File: config.mk
export PLATFORM = sky130hd
export DESIGN_NAME = sort4_ctrl_flat
export DESIGN_NICKNAME = d
export VERILOG_FILES = /design/src/rtl/sort4_ctrl_if.sv /design/src/rtl/sort4_ctrl.sv /design/src/flat_wrapper.sv
export SDC_FILE = /design/constraint.sdc
export NUM_CORES = 1
export LEC_CHECK = 0
export CAP_MARGIN = 10
export CORE_MARGIN = 3
export CORE_UTILIZATION = 60
export DETAILED_ROUTE_END_ITERATION = 8
export PLACE_DENSITY_LB_ADDON = 0.1
export SYNTH_ARGS = -nofsm -noshare
export SYNTH_HDL_FRONTEND = slang
export SYNTH_SLANG_ARGS = --single-unit
File: constraint.sdc
create_clock -name clk -period 11 [get_ports clk]
set_clock_uncertainty 0.1 [all_clocks]
set_input_delay 1.65 -clock clk [delete_from_list [all_inputs] [get_ports clk]]
set_output_delay 1.65 -clock clk [all_outputs]
set_load 0.05 [all_outputs]
File: src/rtl/sort4_ctrl_if.sv
// sort4_ctrl_if -- handshake bundle for the 4-element sorter.
//   Load side : in_valid, in_data (producer -> sorter), in_ready (sorter -> producer)
//   Drain side: out_valid, out_data (sorter -> consumer), out_ready (consumer -> sorter)
//   Status    : busy (sorting in progress), swap_count (swaps of the last completed sort)
// slave modport is the sorter's view; master is the producer/consumer view.
interface sort4_ctrl_if;
  logic       in_valid;
  logic [3:0] in_data;
  logic       in_ready;
  logic       out_valid;
  logic [3:0] out_data;
  logic       out_ready;
  logic       busy;
  logic [2:0] swap_count;

  modport slave (
    input  in_valid, in_data, out_ready,
    output in_ready, out_valid, out_data, busy, swap_count
  );

  modport master (
    output in_valid, in_data, out_ready,
    input  in_ready, out_valid, out_data, busy, swap_count
  );
endinterface

File: src/rtl/sort4_ctrl.sv
// sort4_ctrl -- loads four 4-bit unsigned operands, bubble-sorts them in place
// with a single shared comparator (6 compare-swap cycles), then drains them
// one per accepted output beat.
//   clk  : rising-edge clock
//   rst  : asynchronous active-high reset
//   bus  : sort4_ctrl_if.slave (load/drain handshakes, busy, swap_count)
//   DESCEND : 0 = ascending, 1 = descending
module sort4_ctrl #(
  parameter bit DESCEND = 1'b0
) (
  input  logic         clk,
  input  logic         rst,
  sort4_ctrl_if.slave  bus
);
  typedef enum logic [1:0] {LOAD, SORT, DRAIN} state_t;

  state_t          state_q, state_d;
  logic [3:0][3:0] mem_q, mem_d;
  logic [1:0]      wr_idx_q, wr_idx_d;
  logic [1:0]      rd_idx_q, rd_idx_d;
  logic [2:0]      step_q, step_d;
  logic [2:0]      swcnt_q, swcnt_d;
  logic [2:0]      swap_count_q, swap_count_d;

  // Compare-swap schedule: three bubble passes of shrinking length.
  logic [1:0] j, j1;
  always_comb begin
    unique case (step_q)
      3'd0, 3'd3, 3'd5: j = 2'd0;
      3'd1, 3'd4:       j = 2'd1;
      default:          j = 2'd2;
    endcase
  end
  assign j1 = j + 2'd1;

  // Shared magnitude comparator on the pair (mem[j], mem[j+1]).
  logic [3:0] cmp_a, cmp_b;
  logic       lt, eq, gt, do_swap;
  assign cmp_a   = mem_q[j];
  assign cmp_b   = mem_q[j1];
  assign lt      = cmp_a < cmp_b;
  assign eq      = cmp_a == cmp_b;
  assign gt      = cmp_a > cmp_b;
  // Equal keys never move, so the sort is stable.
  assign do_swap = !eq && (DESCEND ? lt : gt);

  always_comb begin
    state_d      = state_q;
    mem_d        = mem_q;
    wr_idx_d     = wr_idx_q;
    rd_idx_d     = rd_idx_q;
    step_d       = step_q;
    swcnt_d      = swcnt_q;
    swap_count_d = swap_count_q;
    unique case (state_q)
      LOAD: begin
        if (bus.in_valid) begin
          mem_d[wr_idx_q] = bus.in_data;
          wr_idx_d        = wr_idx_q + 2'd1;
          if (wr_idx_q == 2'd3) begin
            state_d = SORT;
            step_d  = 3'd0;
            swcnt_d = 3'd0;
          end
        end
      end
      SORT: begin
        if (do_swap) begin
          mem_d[j]  = cmp_b;
          mem_d[j1] = cmp_a;
          swcnt_d   = swcnt_q + 3'd1;
        end
        step_d = step_q + 3'd1;
        if (step_q == 3'd5) begin
          state_d      = DRAIN;
          rd_idx_d     = 2'd0;
          // Include the final step's swap, which lands in swcnt_q only next cycle.
          swap_count_d = swcnt_q + {2'b00, do_swap};
        end
      end
      DRAIN: begin
        if (bus.out_ready) begin
          rd_idx_d = rd_idx_q + 2'd1;
          if (rd_idx_q == 2'd3) begin
            state_d  = LOAD;
            wr_idx_d = 2'd0;
          end
        end
      end
      default: state_d = LOAD;
    endcase
  end

  always_ff @(posedge clk or posedge rst) begin
    if (rst) begin
      state_q      <= LOAD;
      mem_q        <= '0;
      wr_idx_q     <= '0;
      rd_idx_q     <= '0;
      step_q       <= '0;
      swcnt_q      <= '0;
      swap_count_q <= '0;
    end else begin
      state_q      <= state_d;
      mem_q        <= mem_d;
      wr_idx_q     <= wr_idx_d;
      rd_idx_q     <= rd_idx_d;
      step_q       <= step_d;
      swcnt_q      <= swcnt_d;
      swap_count_q <= swap_count_d;
    end
  end

  assign bus.in_ready   = (state_q == LOAD);
  assign bus.out_valid  = (state_q == DRAIN);
  assign bus.busy       = (state_q == SORT);
  assign bus.out_data   = (state_q == DRAIN) ? mem_q[rd_idx_q] : 4'd0;
  assign bus.swap_count = swap_count_q;
endmodule

File: src/flat_wrapper.sv
// flat-port wrapper written by rule: the top's interface ports become plain ports
module sort4_ctrl_flat 
#(
  parameter bit DESCEND = 1'b0
)
  (clk, rst, bus_in_valid, bus_in_data, bus_out_ready, bus_in_ready, bus_out_valid, bus_out_data, bus_busy, bus_swap_count);
  sort4_ctrl_if bus_i ();
  input  logic clk;
  input  logic rst;
  input wire logic [$bits(bus_i.in_valid)-1:0] bus_in_valid;
  input wire logic [$bits(bus_i.in_data)-1:0] bus_in_data;
  input wire logic [$bits(bus_i.out_ready)-1:0] bus_out_ready;
  output wire logic [$bits(bus_i.in_ready)-1:0] bus_in_ready;
  output wire logic [$bits(bus_i.out_valid)-1:0] bus_out_valid;
  output wire logic [$bits(bus_i.out_data)-1:0] bus_out_data;
  output wire logic [$bits(bus_i.busy)-1:0] bus_busy;
  output wire logic [$bits(bus_i.swap_count)-1:0] bus_swap_count;
  assign bus_i.in_valid = bus_in_valid;
  assign bus_i.in_data = bus_in_data;
  assign bus_i.out_ready = bus_out_ready;
  assign bus_in_ready = bus_i.in_ready;
  assign bus_out_valid = bus_i.out_valid;
  assign bus_out_data = bus_i.out_data;
  assign bus_busy = bus_i.busy;
  assign bus_swap_count = bus_i.swap_count;
  sort4_ctrl #(.DESCEND(DESCEND)) u_core (.clk(clk), .rst(rst), .bus(bus_i));
endmodule
### After elaboration in Yosys (flattened, before gate mapping)

Cells that the tools add are included.

* bits in read-only memories: 0
* output and inout port bits: 10
* memories kept: 0
* logic and storage cells: 94
* latch bits: 0
* flip-flop bits (word level): 31
* RAM bits: 0

* $mul: 0
* reductions and logical operators: 19
* muxes and demuxes: 36
* $add $sub $neg: 6
* shift-type cells: 0
* bitwise gates (word level): 0
* div/mod/pow operators: 0
* equal/unequal tests: 15
* magnitude comparators: 8

Operators by type and width (number)
* $bwmux W16: 3
* $mux W16: 2
* $pmux W16 S2: 1
* $mux W4: 7
* $bmux W4 S2: 3
* $demux W4 S2: 3
* $mux W2: 8
* $lt A2 B3 Y1 const B: 4
* $pmux W2 S2: 3
* $pmux W3 S2: 2
* $mux W3: 3
* $reduce_and A3 Y1: 3
* $ne A2 B1 Y1 const B: 4
* $reduce_and A4 Y1: 2
* $add A2 B1 Y2 const B: 3
* $add A3 B1 Y3 const B: 2
* $eq A2 B2 Y1 const B: 3
* $eq A3 B3 Y1 const B: 2
* $ge A2 B1 Y1 const B: 3
* $pmux W2 S3: 1
* $reduce_bool A2 Y1: 3
* $reduce_and A5 Y1: 1
* $eq A4 B4 Y1: 1
* $gt A4 B4 Y1: 1
* 12 further kinds: 16

### Longest topological paths before layout

Gate-level depths: netlist of the first run.

* depth in word-level cells: 11
* gate-level depth with buffers: 18

### Least setup slack after synthesis of the first run

Ideal clock, no wire load.

* kind: reg2reg
* start: reg u_core.step_q[0]
* end: reg u_core.swap_count_q[1], in the netlist u_core.bus.swap_count[1]
* cell stages (with the launch flop): 17
* setup time: 0.125 ns
* buffers on the path: 2
* data arrival time: 3.777 ns
* path slack: 6.998 ns
* period minus slack after synthesis: 4.002 ns
* cell sequence: dfrtp_1 -> ha_1 -> ha_1 -> nor3_1 -> clkbuf_1 -> mux2i_1 -> o21ai_0 -> ha_1 -> nor2b_1 -> o211ai_1 -> o21ai_0 -> nor3_4 -> inv_2 -> buf_4 -> ha_1 -> ha_1 -> mux2_2

* word-level cells in the longest chain between the ends: 10
* elaborated cells between the ends (all ways): 19
* those cells by class: 2 x add/sub; 1 x order compare; 5 x eq/ne; 5 x mux; 6 x reduce/logical

RTL lines
* from (decl): line sort4_ctrl.sv:21 `logic [2:0] step_q, step_d;`
* from (signal assigned): line sort4_ctrl.sv:108 `step_q <= step_d;`
* parallel branches: the longest is 10 deep, another holds $gt A4 B4 Y1
* to (signal assigned): line sort4_ctrl.sv:110 `swap_count_q <= swap_count_d;`
* to (decl): line sort4_ctrl.sv:23 `logic [2:0] swap_count_q, swap_count_d;`

Parallel ways; which one is timed is not known. The select of a mux whose other input is x is not followed.
A chain may end at the register's enable or synchronous reset.

### Worst setup path in the final report of the first run

* start: reg u_core.state_q[0]
* end: out bus_busy

* word-level cells in the longest chain between the ends: 1

RTL lines
* from (decl): line sort4_ctrl.sv:17 `state_t state_q, state_d;`
* from (signal assigned): line sort4_ctrl.sv:104 `state_q <= state_d;`
* $eq A2 B1 Y1: line sort4_ctrl.sv:116 `assign bus.busy = (state_q == SORT);`
* to (decl): line flat_wrapper.sv:16 `output wire logic [$bits(bus_i.busy)-1:0] bus_busy;`

Every way passes these cells.

==> results of run 1 <==
-- Yosys cell counts, types with 2 or more instances --
master	n
mux2_2	6
o32a_1	3
mux4_2	4
buf_4	2
a22oi_1	4
a2bb2oi_1	4
a211oi_1	3
ha_1	15
inv_1	10
nor2_1	13
o221a_2	2
nor3_1	3
o22ai_1	2
dfrtp_1	31
and3_1	4
a21oi_1	20
nand3_1	10
nand2_1	35
o21a_1	2
o21ai_0	20
a31oi_1	3
mux2i_1	5
clkbuf_1	9
o211ai_1	2
a221o_1	4
and2_1	6
nor2b_1	4
-- critical path: cells and delay by family, from the launching register on --
kind	cells	cell delay, ns
flops	1	0.50
buf+inv	2	1.24
simple gates	1	0.57
-- through the flow --
| stage | area [sq um] | util |
|---|---|---|
| finish | 2496 | 0.7252 |
| global route | 2496 | 0.7252 |
| CTS | 2496 | 0.7252 |
| detailed placement | 2392 | 0.6950 |
| global placement | 2392 | 0.6950 |
| floorplan | 2198 | - |
-- logic make-up (layout without fill, tap and decap cells) --
| logic type | Yosys count | after routing | synth area share |
|---|---|---|---|
| flops | 31 | 31 | 0.3529 |
| simple gates | 81 | 81 | 0.1764 |
| xor+xnor | 1 | 1 | 0.003985 |
| compound gates | 76 | 76 | 0.2373 |
| fa+ha+maj | 15 | 15 | 0.08537 |
| buf+inv | 23 | 39 | 0.04268 |
| mux | 16 | 16 | 0.1013 |
-- area by class of cell --
cell class / instances / area (sq um)
multi-input cells: 189 / 1329
repair buffers: 19 / 185.2
well taps: 46 / 57.56
clock buffers: 7 / 96.34
fillers: 266 / 945.9
inverters: 12 / 45.04
flip-flops and latches: 31 / 775.7
clock inverters: 1 / 7.507
-- state kept, by name, summed over array words and instances, names as in the netlist --
name and cells:
u_core.rd_idx_q 2, u_core.wr_idx_q 2, u_core.step_q 3, u_core.swcnt_q 3
u_core.bus.swap_count 3, u_core.state_q 2, u_core.mem_q 16
-- metal layers --
layer	track usage	vias to the layer above	wire length [um]	part of all wire
met5	0	-	0	0
met4	0.1142	0	164	0.029
met3	0.05059	17	358	0.063
met2	0.4399	92	2613	0.46
met1	0.3991	956	2513	0.44
li1	-	924	-	-
-- path summary, 6_finish.rpt --
kind,start,to,slack (ns)
min,u_core.bus.swap_count[0],u_core.bus.swap_count[0],0.41
min in group asynchronous,rst,u_core.state_q[1],1.65
min reg2reg,u_core.bus.swap_count[0],u_core.bus.swap_count[0],0.41
max reg2reg,u_core.step_q[0],u_core.bus.swap_count[1],6.90
max,u_core.state_q[0],bus_busy,6.65
max in group asynchronous,rst,u_core.swcnt_q[2],8.85
==> flow_summary.json, run 1 <==
{
  "grt_pass1_wl_um": 9294,
  "critPathArrivalTime_ns": 2.60,
  "yosys.area.top_type": "dfrtp_1",
  "antenna_cells": 0,
  "synth_top_area_frac": 0.3529,
  "final_hold_viol_count": 0,
  "cp_data_required_time_ns": 9.25,
  "num_vias": 1989,
  "async_flop_share": 1.000,
  "dp_hpwl_um": 3974,
  "synth_cells": 243,
  "cts_resized": 0,
  "synth-edff-count": 0,
  "worst-setup-path-type": "flip-flop to output port",
  "antenna_found_initial": 0,
  "fmax_mhz": 229.7,
  "syn_nets": 266,
  "cts-root-buf": "clkbuf_8",
  "syn2layout_area_growth_pct": 13.55,
  "clk_pin_slew_worst_paths_ns": 0.07,
  "maxCapViolCount": 0,
  "fp.coreArea_sq_um": 3442,
  "post_synth_num_cell_types": 44,
  "max_slew_margin": 0.4183,
  "whs_ns": 0.4103,
  "finalCritPeriodShare": 0.3957,
  "die_x_um": 66.53,
  "final_cell_count_no_fill": 305,
  "ys_seq_area_frac": 0.3529,
  "start_util": 0.6387,
  "drive_above_1_share": 0.1081,
  "layout.nets": 281,
  "cts_sinks": 31,
  "outcome": "finished, final reports clean",
  "io_pins": 18,
  "layout_common_cells": "35 x nand2_1, 31 x dfrtp_1, 20 x o21ai_0, 20 x a21oi_1, 17 x clkdlybuf4s50_1",
  "die_h_um": 66.53,
  "rsz0062_at_grt": "false",
  "reg2regPathDepth": 13,
  "clockBufferDepth": 2,
  "io_buffers": 17,
  "cts_tree": "built",
  "synthFlopType": "dfrtp_1",
  "drtPass1Iterations": 5,
  "drt-vias-per-instance": 6.521,
  "crit_fanout": 19,
  "syn_area_per_cell_sq_um": 9.047,
  "synthesis.area_sq_um": 2198,
  "slowest_stage": "clkdlybuf4s50_1",
  "wire_per_inst_um": 18.52,
  "start_kind": "flip-flop",
  "ant_nets": 0,
  "drv_slew": 0,
  "die_area_sq_um": 4426,
  "cts_max_level": 2,
  "num_rows": 21,
  "cts_buffers": 5,
  "synth_seq_cells": 31,
  "hold_class": "flip-flop to flip-flop",
  "holdBufCountCts": 0,
  "setup_ws_ns": 6.647,
  "grt_start_max_net_pins": 32,
  "clk_latency_ns": 0.29,
  "grt_overflow": 0,
  "yosys_warnings": 0,
  "grt_usage": 0.2862,
  "finalSetupViolCount": 0,
  "grt_pass1_vias": 1902,
  "final_common_cell": "nand2_1",
  "gp_congestion": 0.9645,
  "tightest_slew_ns": 0.8720,
  "pre_cts_ws_ns": 6.969,
  "critPathMaxStageDelay_ns": 0.80,
  "period_needed_ns": 4.353,
  "end_kind": "output port",
  "cts_setup_buffers": 0,
  "tns_ns": 0,
  "drtIter0Drc": 258,
  "ys_top_cells_by_area": "dfrtp_1 35%, ha_1 8.5%, nand2_1 6.0%",
  "totalWireLength_um": 5649,
  "path_cells": "nand2b_1 > clkinv_1 > clkdlybuf4s50_1",
  "dp.cells": 297,
  "drc_errors": 0,
  "min_path_cells": 1
}
Power of run 1 is not shown: default switching activity piles up to over one toggle a cycle in this logic, so the estimate is an artifact.
==> inputs of run 2 (changes only) <==
--- a/config.mk
+++ b/config.mk
@@ -7,7 +7,7 @@
 export LEC_CHECK = 0
 export CAP_MARGIN = 10
 export CORE_MARGIN = 3
-export CORE_UTILIZATION = 60
+export CORE_UTILIZATION = 52
 export DETAILED_ROUTE_END_ITERATION = 8
 export PLACE_DENSITY_LB_ADDON = 0.1
 export SYNTH_ARGS = -nofsm -noshare
==> constraint.sdc (replaced) <==
create_clock -name clk -period 3.6 [get_ports clk]
set_clock_uncertainty 0.1 [all_clocks]
set_input_delay 0.54 -clock clk [delete_from_list [all_inputs] [get_ports clk]]
set_output_delay 0.54 -clock clk [all_outputs]
set_load 0.05 [all_outputs]
==> flow_summary.json, run 2 (same netlist as run 1, synthesis figures left out) <==
{
  "outcome": "finished, final reports clean",
  "worst-setup-path-type": "flip-flop to flip-flop",
  "totalWireLength_um": 6004,
  "drt-vias-per-instance": 6.327,
  "fp.coreArea_sq_um": 4029,
  "clk_latency_ns": 0.29,
  "final_hold_viol_count": 0,
  "slowest_stage": "or3_4",
  "grt_overflow": 0,
  "cts_tree": "built",
  "regMostFlops": "u_core.mem_q",
  "period_needed_ns": 3.407,
  "path_cells": "ha_2 > ha_4 > or3_4 > o2bb2ai_2 > ha_1 > nor2b_1 > o211ai_1 > a21oi_2 > nor3_4 > inv_2 > ha_1 > ha_1 > mux2_2",
  "ant_nets": 0,
  "crit_start": "u_core.step_q[0]",
  "cts_max_level": 2,
  "clockBufferDepth": 2,
  "ff2ff_setup_slack_ns": 0.19,
  "cts_sinks": 31,
  "reg2regPathDepth": 13,
  "cts_buffers": 5,
  "cpMostUsedCell": "ha_1",
  "antenna_cells": 0,
  "holdBufCountCts": 0,
  "final_common_cell": "nand2_1",
  "drtIter0Drc": 221,
  "drc_errors": 0,
  "setup_ws_ns": 0.1930,
  "antenna_found_initial": 0,
  "layout_common_cells": "35 x nand2_1, 31 x dfrtp_1, 19 x a21oi_1, 18 x o21ai_0",
  "drive_above_1_share": 0.1752,
  "gp_congestion": 0.9672,
  "tightest_slew_ns": 0.5344,
  "drv_slew": 0,
  "io_buffers": 17,
  "cts-root-buf": "clkbuf_8",
  "grt_start_max_net_pins": 32,
  "end_kind": "flip-flop",
  "start_kind": "flip-flop",
  "io_pins": 18,
  "grt_pass1_vias": 1976,
  "cp.depth": 13,
  "crit_family": "adder cells",
  "start_util": 0.5457,
  "reg2reg_to": "u_core.bus.swap_count[1]",
  "maxCapViolCount": 0,
  "die_h_um": 71.02,
  "fmax_mhz": 293.5,
  "worst-path-buf-inv": 1,
  "dp_hpwl_um": 4329,
  "critPathArrivalTime_ns": 3.48,
  "wire_per_inst_um": 18.53,
  "hold_class": "flip-flop to flip-flop",
  "cp_data_required_time_ns": 3.67,
  "finalSetupViolCount": 0,
  "grt_usage": 0.2545,
  "layout.nets": 296,
  "largest_reg_flops": 16,
  "num_rows": 23,
  "syn2layout_area_growth_pct": 19.86,
  "worstReg2RegStart": "u_core.step_q[0]",
  "drtPass1Iterations": 5,
  "finalCritPeriodShare": 0.9464,
  "crit_fanout": 7,
  "max_slew_margin": 0.6424,
  "die_area_sq_um": 5044,
  "grt_pass1_wl_um": 9894,
  "critPathMaxStageDelay_ns": 0.44,
  "clk_pin_slew_worst_paths_ns": 0.07,
  "pre_cts_ws_ns": 0.09311,
  "num_vias": 2050,
  "final_util": 0.6540,
  "cp-endpoint": "u_core.bus.swap_count[1]",
  "die_x_um": 71.02,
  "n_fill_cell": 357
}
==> run 2: cell count changes in the layout (fill, tap and decap cells not counted), moves of 2 or more <==
cell	before	now
buf_4	2	17
clkbuf_1	0	2
clkbuf_8	7	5
ha_1	15	12
ha_2	0	2
o21ai_0	20	18
o21ai_1	0	2
==> run 2: through the flow <==
| stage | hold WS [ns] | instance area, sq um | setup TNS [ns] | std cells |
|---|---|---|---|---|
| 2_1_floorplan | 0.3807 | 2256 | 0 | 243 |
| 3_3_place_gp | 0.3633 | 2511 | 0 | 311 |
| 3_5_place_dp | 0.3795 | 2511 | 0 | 311 |
| 4_1_cts | 0.3954 | 2592 | 0 | 319 |
| 5_1_grt | 0.4128 | 2635 | -0.0004878 | 324 |
| 6_report | 0.3886 | 2635 | 0 | 324 |
==> run 2: area by class of cell <==
cell class                 instances  area, sq um  share of cell area
clock buffer                       7        76.32             0.02896
clock inverter                     1        5.005            0.001899
inverter                          12        45.04             0.01709
multi-input combinational        189         1373              0.5209
sequential                        31        775.7              0.2944
tap                               50        62.56             0.02374
timing repair buffer              34        297.8              0.1130
==> run 2: metal layers <==
layer,vias up,share of wire,GRT usage
li1,948,-,-
met3,9,0.074,0.04403
met4,0,0.0092,0.07933
met2,104,0.48,0.4037
met1,989,0.44,0.3559
met5,-,0,0
==> run 2: worst min path at each step <==
stage,cells past startpoint,slack (ns),endpoint,startpoint
after floorplan,1,0.38,u_core.swcnt_q[0],u_core.swcnt_q[0]
after global placement,2,0.36,u_core.bus.swap_count[2],u_core.bus.swap_count[2]
after detailed placement,2,0.38,u_core.bus.swap_count[2],u_core.bus.swap_count[2]
after CTS,2,0.40,u_core.bus.swap_count[2],u_core.bus.swap_count[2]
after global routing,2,0.41,u_core.bus.swap_count[2],u_core.bus.swap_count[2]
final,2,0.39,u_core.bus.swap_count[2],u_core.bus.swap_count[2]
==> run 2: worst min-delay path, cell delays in order (launching register included) <==
cell     delay (ns)
dfrtp_1        0.35
nand2_1        0.05
o21ai_0        0.06
==> run 2: what timing repair did <==
action / CTS / global route
gates resized for setup: 0 / 1
setup buffers: 0 / 5
setup endpoints to repair: 0 / 9
Power of run 2 is left out for the same reason.
==> inputs of run 3 (changes only) <==
--- a/config.mk
+++ b/config.mk
@@ -5,11 +5,12 @@
 export SDC_FILE = /design/constraint.sdc
 export NUM_CORES = 1
 export LEC_CHECK = 0
-export CAP_MARGIN = 10
+export CAP_MARGIN = 20
 export CORE_MARGIN = 3
 export CORE_UTILIZATION = 52
 export DETAILED_ROUTE_END_ITERATION = 8
 export PLACE_DENSITY_LB_ADDON = 0.1
+export RECOVER_POWER = 25
 export SYNTH_ARGS = -nofsm -noshare
 export SYNTH_HDL_FRONTEND = slang
 export SYNTH_SLANG_ARGS = --single-unit
==> flow_summary.json, run 3 (same netlist as run 1, synthesis figures left out) <==
{
  "outcome": "finished, violations left",
  "violations": "capacitance limit, slew limit",
  "cp_data_required_time_ns": 3.67,
  "cts_max_level": 2,
  "layout_common_cells": "35 x nand2_1, 31 x dfrtp_1, 19 x a21oi_1, 18 x o21ai_0",
  "ant_nets": 0,
  "regMostFlops": "u_core.mem_q",
  "fp.coreArea_sq_um": 4029,
  "cts_tree": "built",
  "die_area_sq_um": 5044,
  "drv_slew": 32,
  "finalCritPeriodShare": 0.9488,
  "antenna_found_initial": 0,
  "placed_area_sq_um": 2511,
  "final_area_sq_um": 2631,
  "cts-root-buf": "clkbuf_8",
  "drtIter0Drc": 245,
  "clk_latency_ns": 0.29,
  "fmax_mhz": 292.8,
  "grt_start_max_net_pins": 32,
  "multiInputGateArea_sq_um": 1373,
  "top_layer": "met4",
  "drive_above_1_share": 0.1715,
  "drt-met1-wl_um": 2626,
  "die_h_um": 71.02,
  "wl_met2_um": 2899,
  "final_common_cell": "nand2_1",
  "end_kind": "flip-flop",
  "num_rows": 23,
  "crit_fanout": 7,
  "pre_cts_ws_ns": 0.09311,
  "period_needed_ns": 3.416,
  "tightest_slew_ns": 1.725,
  "max_slew_margin": -0.1501,
  "final_cell_count_no_fill": 324,
  "drt-vias-per-instance": 6.256,
  "io_buffers": 17,
  "n_fill_cell": 359,
  "grt_pass1_wl_um": 9894,
  "gp_congestion": 0.9672,
  "critPathArrivalTime_ns": 3.49,
  "die_x_um": 71.02,
  "start_kind": "flip-flop",
  "finalSetupViolCount": 0,
  "wire_per_inst_um": 18.44,
  "syn2layout_area_growth_pct": 19.69,
  "cts_sinks": 31,
  "antenna_cells": 0,
  "cts_buffers": 5,
  "grt_pass1_vias": 1976,
  "clockBufferDepth": 2,
  "totalWireLength_um": 5974,
  "num_vias": 2027,
  "grt_overflow": 0,
  "reg2regPathDepth": 13,
  "final_hold_viol_count": 0,
  "grt_usage": 0.2545,
  "layout.nets": 296,
  "start_util": 0.5457,
  "largest_reg_flops": 16,
  "min_path_cells": 2,
  "wl_met3_um": 401,
  "setup_ws_ns": 0.1842,
  "worst-setup-path-type": "flip-flop to flip-flop",
  "regArea_sq_um": 775.7,
  "drc_errors": 0,
  "io_pins": 18,
  "hold_class": "flip-flop to flip-flop",
  "maxCapViolCount": 1,
  "dp.cells": 311,
  "dp_hpwl_um": 4329,
  "clk_pin_slew_worst_paths_ns": 0.07,
  "drtPass1Iterations": 5
}
-- run 3: cell types whose count changed in the layout (fill, tap and decap cells not counted), sizes merged --
cell and change:
clkbuf +1, clkdlybuf4s50 -1, dlygate4sd3 +1, buf -1
-- run 3: per-stage QoR --
stage	hold slack, ns	util	setup TNS [ns]
2_1_floorplan	0.3807	-	0
3_3_place_gp	0.3633	0.6233	0
3_5_place_dp	0.3795	0.6233	0
4_1_cts	0.3954	0.6435	0
5_1_grt	0.4128	0.6531	-0.0004878
6_report	0.3885	0.6531	0
-- run 3: path summary, 6_finish.rpt --
path,start,end,slack (ns)
min in group asynchronous,rst,u_core.bus.swap_count[1],1.20
hold / removal,u_core.bus.swap_count[2],u_core.bus.swap_count[2],0.39
hold reg to reg,u_core.bus.swap_count[2],u_core.bus.swap_count[2],0.39
setup reg to reg,u_core.step_q[0],u_core.bus.swap_count[1],0.18
max in group asynchronous,rst,u_core.mem_q[2],1.20
setup / recovery,u_core.step_q[0],u_core.bus.swap_count[1],0.18
-- run 3: worst max-delay path, stage by stage (launching register included) --
cell and delay (ns):
dfrtp_1 0.42, ha_2 0.20, ha_4 0.17, or3_4 0.44
o2bb2ai_2 0.13, ha_1 0.26, nor2b_1 0.14, o211ai_1 0.25
a21oi_2 0.11, nor3_4 0.27, inv_2 0.06, ha_1 0.20
ha_1 0.28, mux2_2 0.26
-- run 3: layout make-up --
class / count / share of cell area
sequential: 31 / 0.2948
clock buffer: 7 / 0.02901
inverter: 12 / 0.01712
multi-input combinational: 189 / 0.5216
clock inverter: 1 / 0.001902
timing repair buffer: 34 / 0.1117
tap: 50 / 0.02378
-- run 3: per-layer routing --
metal | GRT usage | vias to the layer above
met1 | 0.3559 | 982
met2 | 0.4037 | 89
met3 | 0.04403 | 6
li1 | - | 950
met5 | 0 | -
met4 | 0.07933 | 0
-- run 3: repair_timing --
action,4_1_cts,5_1_grt
gates resized for setup,0,1
hold endpoints to repair,0,0
hold buffers,0,0
endpoints found under the setup margin,0,9
buffers inserted,0,5
Power of run 3 is left out for the same reason.
